**src/rtl/muldiv_unit.sv**
```systemverilog
// Iterative MULT/MULTU/DIV/DIVU into HI/LO: one bit per cycle, done pulses XLEN+1 cycles after start.
// No backpressure: start is taken only when idle; flush aborts an in-flight op leaving HI/LO untouched.
module muldiv_unit #(
    parameter int XLEN = 32
) (
    input  logic            clk,
    input  logic            reset,
    input  logic            start,
    input  logic [1:0]      op,
    input  logic [XLEN-1:0] a,
    input  logic [XLEN-1:0] b,
    input  logic            flush,
    input  logic            wr_hi,
    input  logic            wr_lo,
    input  logic [XLEN-1:0] wdata,
    output logic            busy,
    output logic            done,
    output logic            dbz,
    output logic [XLEN-1:0] hi,
    output logic [XLEN-1:0] lo
);
    localparam int CW = $clog2(XLEN);

    typedef enum logic [1:0] {S_IDLE, S_RUN, S_FIX} state_t;

    state_t          state_q, state_d;
    logic [CW-1:0]   cnt_q, cnt_d;
    logic            is_div_q, is_div_d, neg_q, neg_d, siga_q, siga_d, bz_q, bz_d;
    logic [XLEN-1:0] a_q, a_d, opnd_q, opnd_d;
    logic [XLEN-1:0] acc_hi_q, acc_hi_d, acc_lo_q, acc_lo_d;
    logic [XLEN-1:0] hi_q, hi_d, lo_q, lo_d;
    logic            done_q, done_d, dbz_q, dbz_d;

    logic            a_neg, b_neg, div_ge;
    logic [XLEN-1:0] a_mag, b_mag, div_sub, quo_fix, rem_fix;
    logic [XLEN:0]   mul_sum, rem_sh;
    logic [2*XLEN-1:0] prod, prod_fix;

    // acc_hi/acc_lo hold {partial product, multiplier} for MUL and {remainder, dividend/quotient} for DIV
    always_comb begin
        a_neg    = ~op[0] & a[XLEN-1];
        b_neg    = ~op[0] & b[XLEN-1];
        a_mag    = a_neg ? -a : a;
        b_mag    = b_neg ? -b : b;
        mul_sum  = {1'b0, acc_hi_q} + (acc_lo_q[0] ? {1'b0, opnd_q} : '0);
        rem_sh   = {acc_hi_q, acc_lo_q[XLEN-1]};
        div_ge   = (rem_sh >= {1'b0, opnd_q});
        div_sub  = rem_sh[XLEN-1:0] - opnd_q;
        prod     = {acc_hi_q, acc_lo_q};
        prod_fix = neg_q ? -prod : prod;
        quo_fix  = neg_q ? -acc_lo_q : acc_lo_q;
        rem_fix  = siga_q ? -acc_hi_q : acc_hi_q;
    end

    always_comb begin
        state_d  = state_q;
        cnt_d    = cnt_q;
        is_div_d = is_div_q;
        neg_d    = neg_q;
        siga_d   = siga_q;
        bz_d     = bz_q;
        a_d      = a_q;
        opnd_d   = opnd_q;
        acc_hi_d = acc_hi_q;
        acc_lo_d = acc_lo_q;
        hi_d     = hi_q;
        lo_d     = lo_q;
        done_d   = 1'b0;
        dbz_d    = 1'b0;
        case (state_q)
            S_IDLE: begin
                if (start && !flush) begin
                    state_d  = S_RUN;
                    cnt_d    = '0;
                    is_div_d = op[1];
                    neg_d    = a_neg ^ b_neg;
                    siga_d   = a_neg;
                    bz_d     = (b == '0);
                    a_d      = a;
                    acc_hi_d = '0;
                    acc_lo_d = op[1] ? a_mag : b_mag;
                    opnd_d   = op[1] ? b_mag : a_mag;
                end else begin
                    if (wr_hi) hi_d = wdata;
                    if (wr_lo) lo_d = wdata;
                end
            end
            S_RUN: begin
                if (flush) begin
                    state_d = S_IDLE;
                end else begin
                    if (is_div_q) begin
                        acc_hi_d = div_ge ? div_sub : rem_sh[XLEN-1:0];
                        acc_lo_d = {acc_lo_q[XLEN-2:0], div_ge};
                    end else begin
                        acc_hi_d = mul_sum[XLEN:1];
                        acc_lo_d = {mul_sum[0], acc_lo_q[XLEN-1:1]};
                    end
                    cnt_d = cnt_q + CW'(1);
                    if (cnt_q == CW'(XLEN - 1)) state_d = S_FIX;
                end
            end
            S_FIX: begin
                state_d = S_IDLE;
                if (!flush) begin
                    done_d = 1'b1;
                    if (!is_div_q) begin
                        {hi_d, lo_d} = prod_fix;
                    end else if (bz_q) begin
                        lo_d  = '1;
                        hi_d  = a_q;
                        dbz_d = 1'b1;
                    end else begin
                        lo_d = quo_fix;
                        hi_d = rem_fix;
                    end
                end
            end
            default: state_d = S_IDLE;
        endcase
    end

    always_ff @(posedge clk or posedge reset) begin
        if (reset) begin
            state_q  <= S_IDLE;
            cnt_q    <= '0;
            is_div_q <= 1'b0;
            neg_q    <= 1'b0;
            siga_q   <= 1'b0;
            bz_q     <= 1'b0;
            a_q      <= '0;
            opnd_q   <= '0;
            acc_hi_q <= '0;
            acc_lo_q <= '0;
            hi_q     <= '0;
            lo_q     <= '0;
            done_q   <= 1'b0;
            dbz_q    <= 1'b0;
        end else begin
            state_q  <= state_d;
            cnt_q    <= cnt_d;
            is_div_q <= is_div_d;
            neg_q    <= neg_d;
            siga_q   <= siga_d;
            bz_q     <= bz_d;
            a_q      <= a_d;
            opnd_q   <= opnd_d;
            acc_hi_q <= acc_hi_d;
            acc_lo_q <= acc_lo_d;
            hi_q     <= hi_d;
            lo_q     <= lo_d;
            done_q   <= done_d;
            dbz_q    <= dbz_d;
        end
    end

    assign busy = (state_q != S_IDLE);
    assign done = done_q;
    assign dbz  = dbz_q;
    assign hi   = hi_q;
    assign lo   = lo_q;

endmodule

```
**config.mk**
```make
export PLATFORM = sky130hd
export DESIGN_NAME = muldiv_unit
export DESIGN_NICKNAME = d
export VERILOG_FILES = /design/src/rtl/muldiv_unit.sv
export SDC_FILE = /design/constraint.sdc
export NUM_CORES = 1
export LEC_CHECK = 0
export CORE_MARGIN = 2
export CORE_UTILIZATION = 35
export CTS_BUF_LIST = sky130_fd_sc_hd__clkbuf_8
export DETAILED_ROUTE_END_ITERATION = 6
export GPL_TIMING_DRIVEN = 0
export SYNTH_ARGS = -nofsm -noshare
export SYNTH_HDL_FRONTEND = slang
export SYNTH_SLANG_ARGS = --single-unit
```
**constraint.sdc**
```tcl
create_clock -name clk -period 9.78 [get_ports clk]
set_clock_uncertainty 0.1 [all_clocks]
set_input_delay 2.934 -clock clk [delete_from_list [all_inputs] [get_ports clk]]
set_output_delay 2.934 -clock clk [all_outputs]
set_load 0.1 [all_outputs]
```
==> results.md, run 1 <==
* Critical path arrival at 6.40 ns
* CTS Buf Count at 41
* Final hold vios at 0
* Vias/cell at 6.12
* Number of DRC markers in iteration 0 at 2312
* Avg Cell Area, Syn at 7.69 sq um
* CP startpoint kind: primary input
* Ant diodes at 0
* Fmax at between 150 and 200 MHz
* Final TNS setup at 0 ns
* Initial Utilization at 35.5%
* Pwr Density at 283 mW/mm^2
* Die W at roughly 220 microns
* Total number of yosys warnings at 0
* Cell accounting for the most synthesized area: dfrtp_1
* Final setup vio count at 0
* Slew Limit Fails at 0
* GP Congestion at 0.988
* # IOs at 171
* Largest net degree at the start of global routing at 125
* Critical path peak fanout at 5
* Top FF cell, synth: dfrtp_1
* LEAKAGE at 8.44 nW
* Status: finished, final reports clean
* CP Cell Sequence: clkdlybuf4s50_1 -> nor4_1 -> nand4b_1 -> nor3b_1 -> and3b_1 -> nand2_1 -> o21ai_0 -> xor2_1 -> mux2i_1 -> o221a_2
* CTS clk-pin slew, worst paths at 0.06 ns
* Setup bufs post-CTS at 0
* Reg2reg start: acc_lo_q[0]$_DFFE_PP0P_
* Post-route minimum period at 6.01 ns
* Final worst setup slack at 3.77 ns
* HP Class: reg -> reg
* PortBufs at 168
* RSZ-0062 raised after global routing: false
* Core area at 0.0477 sq mm
* Post-synth top area share at 30.3%
* Clock Path Buffers at 3
* Slew headroom at 18.0%
* Max-cap check violation count at 0
* GRT Total Usage at a little under a third
* Post-CTS sizing at 0
* Net Count, Synth at 2381
* DR WL/cell at ~26 microns
* # clock sinks at 205
* Worst-Margin Slew at around 1.2 ns
* Layout cells sized above 1 at 4.65%
* Ranking of synthesized cells by area: dfrtp_1, nand2_1, o21ai_0
* Hold-fix buffers, CTS at 0
* Crit. End Element: flip-flop
* Post-synth ARST share at 100%
* Total Wirelength at 80100 microns
* Peak supply drop at 0.000102 V
* DR DRC count at 0
* H-tree depth at 2
* Pre-Repair DR Iteration Count at 5
* Number of enable flip-flop cells after synthesis at 0
* Post-synthesis instance total at 2205
* Area Overhead vs Synth at 19.9%
* Synth cell types at 80
* Tcrit/Tclk final at 61.5%
* Die ar. at 0.0502 sq mm
* Vias in the first global route at 17745
* First-pass GRT wire length at between 100000 and 150000 microns
* Post-Syn Area at about 0.017 sq mm
* Worst slack at placement at about 3.3 ns
* Worst Setup SP: b[2]
* Critical path class: in -> reg
* Hpwl dp at about 64000 microns
* Insertion delay to the later sink of the worst-skew pair at between 0.6 and 0.7 ns
* Vias at 18763
* CP peak stage delay at ~0.55 ns
* Slowest stage cell, crit path: nor3b_1
* Hold Path Origin: lo[26]$_DFFE_PP0P_
* Register bit total from synthesis at 205
* GRT Residual Overflow at 0
* Cell Rows at 80
* Nets at 2593
* Die height at 224 microns
* Clock root cell: clkbuf_8
* Final ANT Viol Nets at 0
* Seq/Total Area, Yosys at 30.3%
* CTS tree: yes
* Initial antenna violation count at 0
* WP data required at slightly above 10 ns
[path summary, 6_finish.rpt]
check / end / slack [ns] / cells after the start
setup / recovery: acc_lo_q[28]$_DFFE_PP0P_ / 3.77 / 10
hold / removal: lo[26]$_DFFE_PP0P_ / 0.38 / 2
setup reg to reg: acc_hi_q[25]$_DFFE_PP0P_ / 5.06 / 13
hold reg to reg: lo[26]$_DFFE_PP0P_ / 0.38 / 2
max in group asynchronous: acc_lo_q[14]$_DFFE_PP0P_ / 5.77 / 3
min in group asynchronous: acc_hi_q[17]$_DFFE_PP0P_ / 2.67 / 2
[cell usage in the layout (no fill, tap or decap), types with 39 or more instances in the layout]
cell,instances
dfrtp_1,205
ha_1,70
mux2i_1,39
nor2_1,197
nor3_1,46
o22ai_1,45
inv_1,82
clkbuf_8,51
clkdlybuf4s50_1,168
clkbuf_1,131
xor2_1,68
o21ai_0,229
xnor2_1,104
nand2_1,307
a21oi_1,177
[final cells by class]
| class | count | area, sq um |
|---|---|---|
| buffer | 151 | 589 |
| clock buffer | 51 | 702 |
| clock inverter | 24 | 191 |
| fill | 4871 | 27400 |
| inverter | 72 | 278 |
| multi-input combinational | 1777 | 11000 |
| sequential | 205 | 5130 |
| tap | 615 | 769 |
| timing repair buffer | 169 | 1710 |
[sequential cells by signal (all words and copies together) (netlist names), 2 cells and up]
name,flops
lo,32
acc_lo_q,32
a_q,32
state_q,2
opnd_q,32
hi,32
acc_hi_q,32
cnt_q,5
[synth_stat cells, drive strengths merged (24+ instances only)]
cell,count
xnor2,104
o211ai,25
ha,70
a31oi,26
a21oi,177
nand2b,24
a21o,28
o21ai,233
a211oi,28
clkbuf,131
nand2,307
nor2,198
inv,72
nor3,48
mux2i,39
nand3,34
xor2,68
o22ai,45
dfrtp,205
[metrics by stage]
| step | cells | hold slack [ns] | utilization (%) | total power, mW | area (sq um) |
|---|---|---|---|---|---|
| 6_report | 3064 | 0.382 | 42.6 | 5.75 | 20300 |
| 5_1_grt | 3064 | 0.395 | 42.6 | 6.06 | 20300 |
| 4_1_cts | 3064 | 0.387 | 42.6 | 5.69 | 20300 |
| 3_5_place_dp | 2989 | 0.374 | 40.7 | 4.69 | 19400 |
| 3_3_place_gp | 2988 | 0.360 | 40.6 | 4.65 | 19400 |
| 2_1_floorplan | 2205 | 0.337 | - | 3.63 | 16900 |
[critical path, delay by kind of cell]
kind                   cells  cell delay [ns]
AND/OR/NAND/NOR            5             2.02
buffers and inverters      1             0.51
multiplexers               1             0.16
AO/OA/AOI/OAI              2             0.53
XOR/XNOR                   1             0.24
[kinds of logic after synthesis]
group | after synthesis | share of synthesized area (%)
fa+ha+maj | 72 | 5.40
flops | 205 | 30.3
simple gates | 764 | 21.2
buf+inv | 223 | 5.07
xor+xnor | 172 | 8.89
compound gates | 724 | 26.5
mux | 45 | 2.70
[routing by layer]
| layer | vias to the layer above | GRT usage (%) | wire length, microns |
|---|---|---|---|
| li1 | 8376 | - | - |
| met1 | 9066 | 42.5 | 33500 |
| met2 | 1098 | 48.2 | 35200 |
| met3 | 223 | 4.83 | 7150 |
| met4 | 0 | 16.3 | 4320 |
| met5 | - | 0 | 0 |
[report_power, final]
| group | internal (mW) | leakage (nW) | switching (mW) |
|---|---|---|---|
| logic | 1.15 | 5.41 | 2.24 |
| clock network | 0.553 | 0.504 | 0.431 |
| registers | 1.06 | 2.53 | 0.329 |
| total | 2.76 | 8.44 | 3.00 |
(Power assumes the default switching activity.)
==> inputs of run 2 (changes only) <==
Clock period 9.78 ns to 6.1 ns, I/O delays scaled along.
==> results.md, run 2 (synthesis gave the netlist of run 1 again) <==
* Status: finished, final reports clean
* Hold-fix buffers, CTS at 0
* LEAKAGE at ~8.5 nW
* Total Wirelength at 79900 microns
* Final hold vios at 0
* Initial Utilization at 35.5%
* CTS Buf Count at 41
* GRT Total Usage at 31.3%
* Layout Cells excl Fill at between 3000 and 4000
* Max-cap check violation count at 0
* CP peak stage delay at 0.56 ns
* Slew Limit Fails at 0
* Largest net degree at the start of global routing at 43
* Pre-Repair DR Iteration Count at 5
* Commonest non-fill, non-tap cell in the layout: nand2_1
* Tcrit/Tclk final at 80.3%
* Slowest stage cell, crit path: nor3b_1
* Die ar. at roughly 0.05 sq mm
* HP Class: reg -> reg
* Hold Path Sink: a_q[29]$_DFFE_PP0P_
* Area Overhead vs Synth at 20.0%
* Worst reg2reg setup slack at 1.29 ns
* Post-CTS sizing at 0
* Number of DRC markers in iteration 0 at 2080
* DR DRC count at 0
* GP Congestion at 0.990
* Hold Path Origin: a_q[29]$_DFFE_PP0P_
* Vias at about 19000
* Vias in the first global route at 17812
* Post-route minimum period at 4.90 ns
* Footprint of the multi-input gates at 0.0110 sq mm
* Worst-Margin Slew at between 1 and 1.5 ns
* Pwr Density at 452 mW/mm^2
* Slew headroom at 14.1%
* CP Cell Sequence: clkdlybuf4s50_1 -> nor4_1 -> nand4b_1 -> nor3b_1 -> and3b_1 -> nand2_1 -> o21ai_0 -> xor2_1 -> mux2i_1 -> o221a_2
* Cell Rows at 80
* Worst path top cell family by delay: simple AND/OR/NAND/NOR gates
* GR peak layer: met2
* GRT Residual Overflow at 0
* Layout cells sized above 1 at 4.53%
* Nets at approximately 2600
* Core area at 0.0477 sq mm
* Final setup vio count at 0
* RSZ-0062 raised after global routing: false
* Insertion delay to the later sink of the worst-skew pair at around 0.62 ns
* Vias/cell at 6.16
* First-pass GRT wire length at 116000 microns
* DR WL/cell at 26.0 microns
* # IOs at 171
* Peak supply drop at 0.000206 V
* Clock root cell: clkbuf_8
* Clock Path Buffers at 3
* Crit path buf inv count at 1
* Reg2reg start: acc_lo_q[0]$_DFFE_PP0P_
* Placed Cells at 2993
* Hold depth at 2
* # fillers at 4851
* # clock sinks at 205
* Routing usage on met3 at 6.05%
* Fmax at around 200 MHz
* Critical path arrival at about 5.3 ns
* CTS tree: yes
* CTS clk-pin slew, worst paths at 0.06 ns
* Reg2Reg Depth at 13
* Worst r2r dst: hi[30]$_DFFE_PP0P_
* Die W at 224 microns
* CP startpoint kind: primary input
* Setup bufs post-CTS at 0
* Hold Slack at around 0.38 ns
* Final ANT Viol Nets at 0
* Met2 Track Usage GR at between 40% and 50%
* Sequential Area at ~0.0051 sq mm
* H-tree depth at 2
* Met1 Usage GRT at 42.4%
* Hpwl dp at 63700 microns
* Initial antenna violation count at 3
* Most frequent cells in the layout: nand2_1, o21ai_0, dfrtp_1
* Critical path class: in -> reg
* Pwr Total at 9.19 mW
* WP data required at 6.50 ns
* Die height at 224 microns
* PortBufs at 168
* Crit. End Element: flip-flop
* Critical path peak fanout at 5
## run 2: cell count changes in the layout (fill, tap and decap cells not counted), sizes merged
cell / delta
buf: +4
clkinv: -4
inv: +3
bufinv: -2
clkbuf: +1
diode: +1
## run 2: worst min-delay path: stages (launching register included)
cell     delay (ns)
dfrtp_1        0.34
nand2_1        0.05
nand2_1        0.06
## run 2: layout make-up
cell class,instances,share of cell area (%)
plain buffers,151,2.90
clock buffers,52,3.52
well taps,615,3.78
repair buffers,173,8.76
inverters,72,1.35
flip-flops and latches,205,25.2
diodes,1,0.0123
clock inverters,21,0.560
multi-input cells,1777,53.9
## run 2: metrics by stage
stage	setup TNS, ns	utilization [%]	setup slack [ns]	instance area [sq um]
5_1_grt	0	42.6	1.05	20300
6_report	0	42.6	1.20	20300
2_1_floorplan	0	-	1.51	17000
4_1_cts	0	42.6	1.44	20300
3_3_place_gp	-53.03	40.6	-0.298	19400
3_5_place_dp	0	40.8	0.809	19500
## run 2: worst max path at each step
stage,startpoint,end,slack (ns),cells past startpoint
detailed placement,b[2],acc_lo_q[28]$_DFFE_PP0P_,0.81,10
floorplan,reset,a_q[0]$_DFFE_PP0P_,1.51,1
finish,b[2],acc_lo_q[28]$_DFFE_PP0P_,1.20,10
global placement,reset,opnd_q[16]$_DFFE_PP0P_,-0.30,2
global route,b[2],acc_lo_q[28]$_DFFE_PP0P_,1.05,10
CTS,b[2],acc_lo_q[28]$_DFFE_PP0P_,1.44,10
## run 2: where the power goes
| part | total, mW | leakage (nW) | internal, mW | switching [mW] |
|---|---|---|---|---|
| registers | 2.24 | 2.53 | 1.69 | 0.547 |
| logic | 5.49 | 5.44 | 1.85 | 3.64 |
| clock network | 1.46 | 0.490 | 0.806 | 0.659 |
| total | 9.19 | 8.46 | 4.35 | 4.84 |
## run 2: per-layer routing
metal,wire [microns],share of wire [%],vias up
li1,-,-,8378
met1,33700,42,9219
met2,35300,44,1095
met3,7150,9.0,200
met4,3660,4.6,4
met5,27,0.034,-
==> inputs of run 3 (changes only) <==
Clock period 6.1 ns to 4.85 ns, I/O delays scaled along.
==> results.md, run 3 (synthesis gave the netlist of run 1 again) <==
* Status: finished, final reports clean
* DR DRC count at 0
* Sw Share at ~53%
* Vias/cell at between 6 and 7
* Total Wirelength at 79800 microns
* Pre-Repair DR Iteration Count at 5
* Clock share of power at between 10% and 20%
* Worst reg2reg setup slack at ~0.26 ns
* H-tree depth at 2
* Clock Path Buffers at 3
* Largest net degree at the start of global routing at 43
* WP data required at approximately 5.3 ns
* Most frequent cells in the layout: nand2_1, o21ai_0, dfrtp_1
* GP Congestion at between 0.9 and 1
* Max-cap check violation count at 0
* GRT Total Usage at a little under a third
* Placed Cells at 2993
* Insertion delay to the later sink of the worst-skew pair at 0.62 ns
* # IOs at 171
* Switch Pwr at 6.08 mW
* Critical path arrival at 4.99 ns
* # fillers at 4852
* HP Class: reg -> reg
* Design internal power at around 5.5 mW
* Layout cells sized above 1 at 4.57%
* # clock sinks at 205
* CP startpoint kind: flip-flop
* Critical path peak fanout at 10
* Hold depth at 2
* Slew headroom at approximately 14%
* Die ar. at 0.0502 sq mm
* Final setup vio count at 0
* Cell Rows at 80
* Crit. End Element: flip-flop
* CTS Buf Count at between 40 and 50
* Reg2Reg Depth at 13
* Critical path class: reg -> reg
* Reg2reg start: acc_lo_q[0]$_DFFE_PP0P_
* Core area at ~0.048 sq mm
* Area Overhead vs Synth at 20.0%
* Worst r2r dst: acc_hi_q[29]$_DFFE_PP0P_
* Peak supply drop at between 0.0002 and 0.0003 V
* CTS tree: yes
* Clock root cell: clkbuf_8
* Hpwl dp at 63700 microns
* Die height at around 220 microns
* First-pass GRT wire length at 116000 microns
* Final TNS setup at 0 ns
* DR WL/cell at 26.0 microns
* Hold Path Origin: a_q[29]$_DFFE_PP0P_
* GRT Residual Overflow at 0
* PortBufs at 168
* Vias in the first global route at 17812
* Final ANT Viol Nets at 0
* Slew Limit Fails at 0
* Fmax at roughly 220 MHz
* Initial Utilization at 35.5%
* Hold Path Sink: a_q[29]$_DFFE_PP0P_
* Gate power share at 59.7%
* Vias at between 15000 and 20000
* Sequential Power Share at approximately a quarter
* Footprint of the multi-input gates at 0.0110 sq mm
* Number of DRC markers in iteration 0 at 2065
* Pwr Density at 568 mW/mm^2
* Nets at 2597
* Sequential Area at 0.00513 sq mm
* CTS clk-pin slew, worst paths at 0.06 ns
* Worst-Margin Slew at 1.29 ns
* Commonest non-fill, non-tap cell in the layout: nand2_1
* Tcrit/Tclk final at between 90 and 100%
* Initial antenna violation count at 3
* Die W at 224 microns
* RSZ-0062 raised after global routing: false
* Post-route minimum period at 4.59 ns
* Pwr Total at 11.6 mW
* Layout Cells excl Fill at between 3000 and 4000
* LEAKAGE at 8.46 nW
* Final hold vios at 0
run 3: cell counts in the layout (fill, tap and decap cells not counted):
No cell type changed its count.
run 3: layer usage:
metal	share of wire, %	global-route usage (%)
met1	42	42.4
met4	4.7	13.5
met3	9.1	6.05
met2	44	48.6
met5	0.034	0
run 3: cell type report:
cell class,count,area share [%]
multi-input cells,1777,53.9
flip-flops and latches,205,25.2
repair buffers,173,8.76
well taps,615,3.78
clock buffers,52,3.52
plain buffers,151,2.90
inverters,72,1.35
clock inverters,21,0.560
diodes,1,0.0123
run 3: worst max path at each step:
stage / from / cells after the start / slack, ns / endpoint
final: acc_lo_q[0]$_DFFE_PP0P_ / 13 / 0.26 / acc_hi_q[29]$_DFFE_PP0P_
after detailed placement: b[2] / 10 / -0.07 / acc_lo_q[28]$_DFFE_PP0P_
after CTS: acc_lo_q[0]$_DFFE_PP0P_ / 13 / 0.20 / hi[30]$_DFFE_PP0P_
after global placement: reset / 2 / -1.17 / opnd_q[16]$_DFFE_PP0P_
after global routing: acc_lo_q[31]$_DFFE_PP0P_ / 14 / 0.10 / acc_hi_q[25]$_DFFE_PP0P_
after floorplan: reset / 1 / 0.64 / a_q[0]$_DFFE_PP0P_
run 3: critical path, cell delays in order (launching register included):
cell and delay [ns]:
dfrtp_1 0.56, inv_1 0.21, clkbuf_1 0.47, nor2_1 0.10, ha_1 0.30, clkbuf_1 0.28, and3_1 0.30, nand4_1 0.19
a211oi_1 0.54, nor4_1 0.21, o31a_1 0.42, o21ai_0 0.34, xor2_1 0.11, a221o_1 0.33
run 3: repair_timing:
action | 4_1_cts | 5_1_grt
setup endpoints to repair | 0 | 1
endpoints found under the hold margin | 0 | 0
setup buffers | 0 | 0
resized for setup | 0 | 2
hold buffers | 0 | 0
run 3: power groups by stage:
stage | registers (mW) | clock network (mW) | logic, mW
after floorplan | 3.22 | 0 | 4.10
after detailed placement | 2.80 | 0 | 6.72
after global placement | 2.80 | 0 | 6.65
final | 2.81 | 1.84 | 6.90
after global routing | 2.84 | 1.95 | 7.39
after CTS | 2.77 | 1.86 | 6.75
run 3: per-stage QoR:
step                      setup WS [ns]  util, %  hold slack, ns  instance area [sq um]
after floorplan                   0.637        -           0.337                  17000
after global placement            -1.17     40.6           0.365                  19400
after detailed placement        -0.0662     40.8           0.368                  19500
after CTS                         0.198     42.6           0.380                  20300
after global routing              0.104     42.6           0.405                  20300
final                             0.259     42.6           0.376                  20300
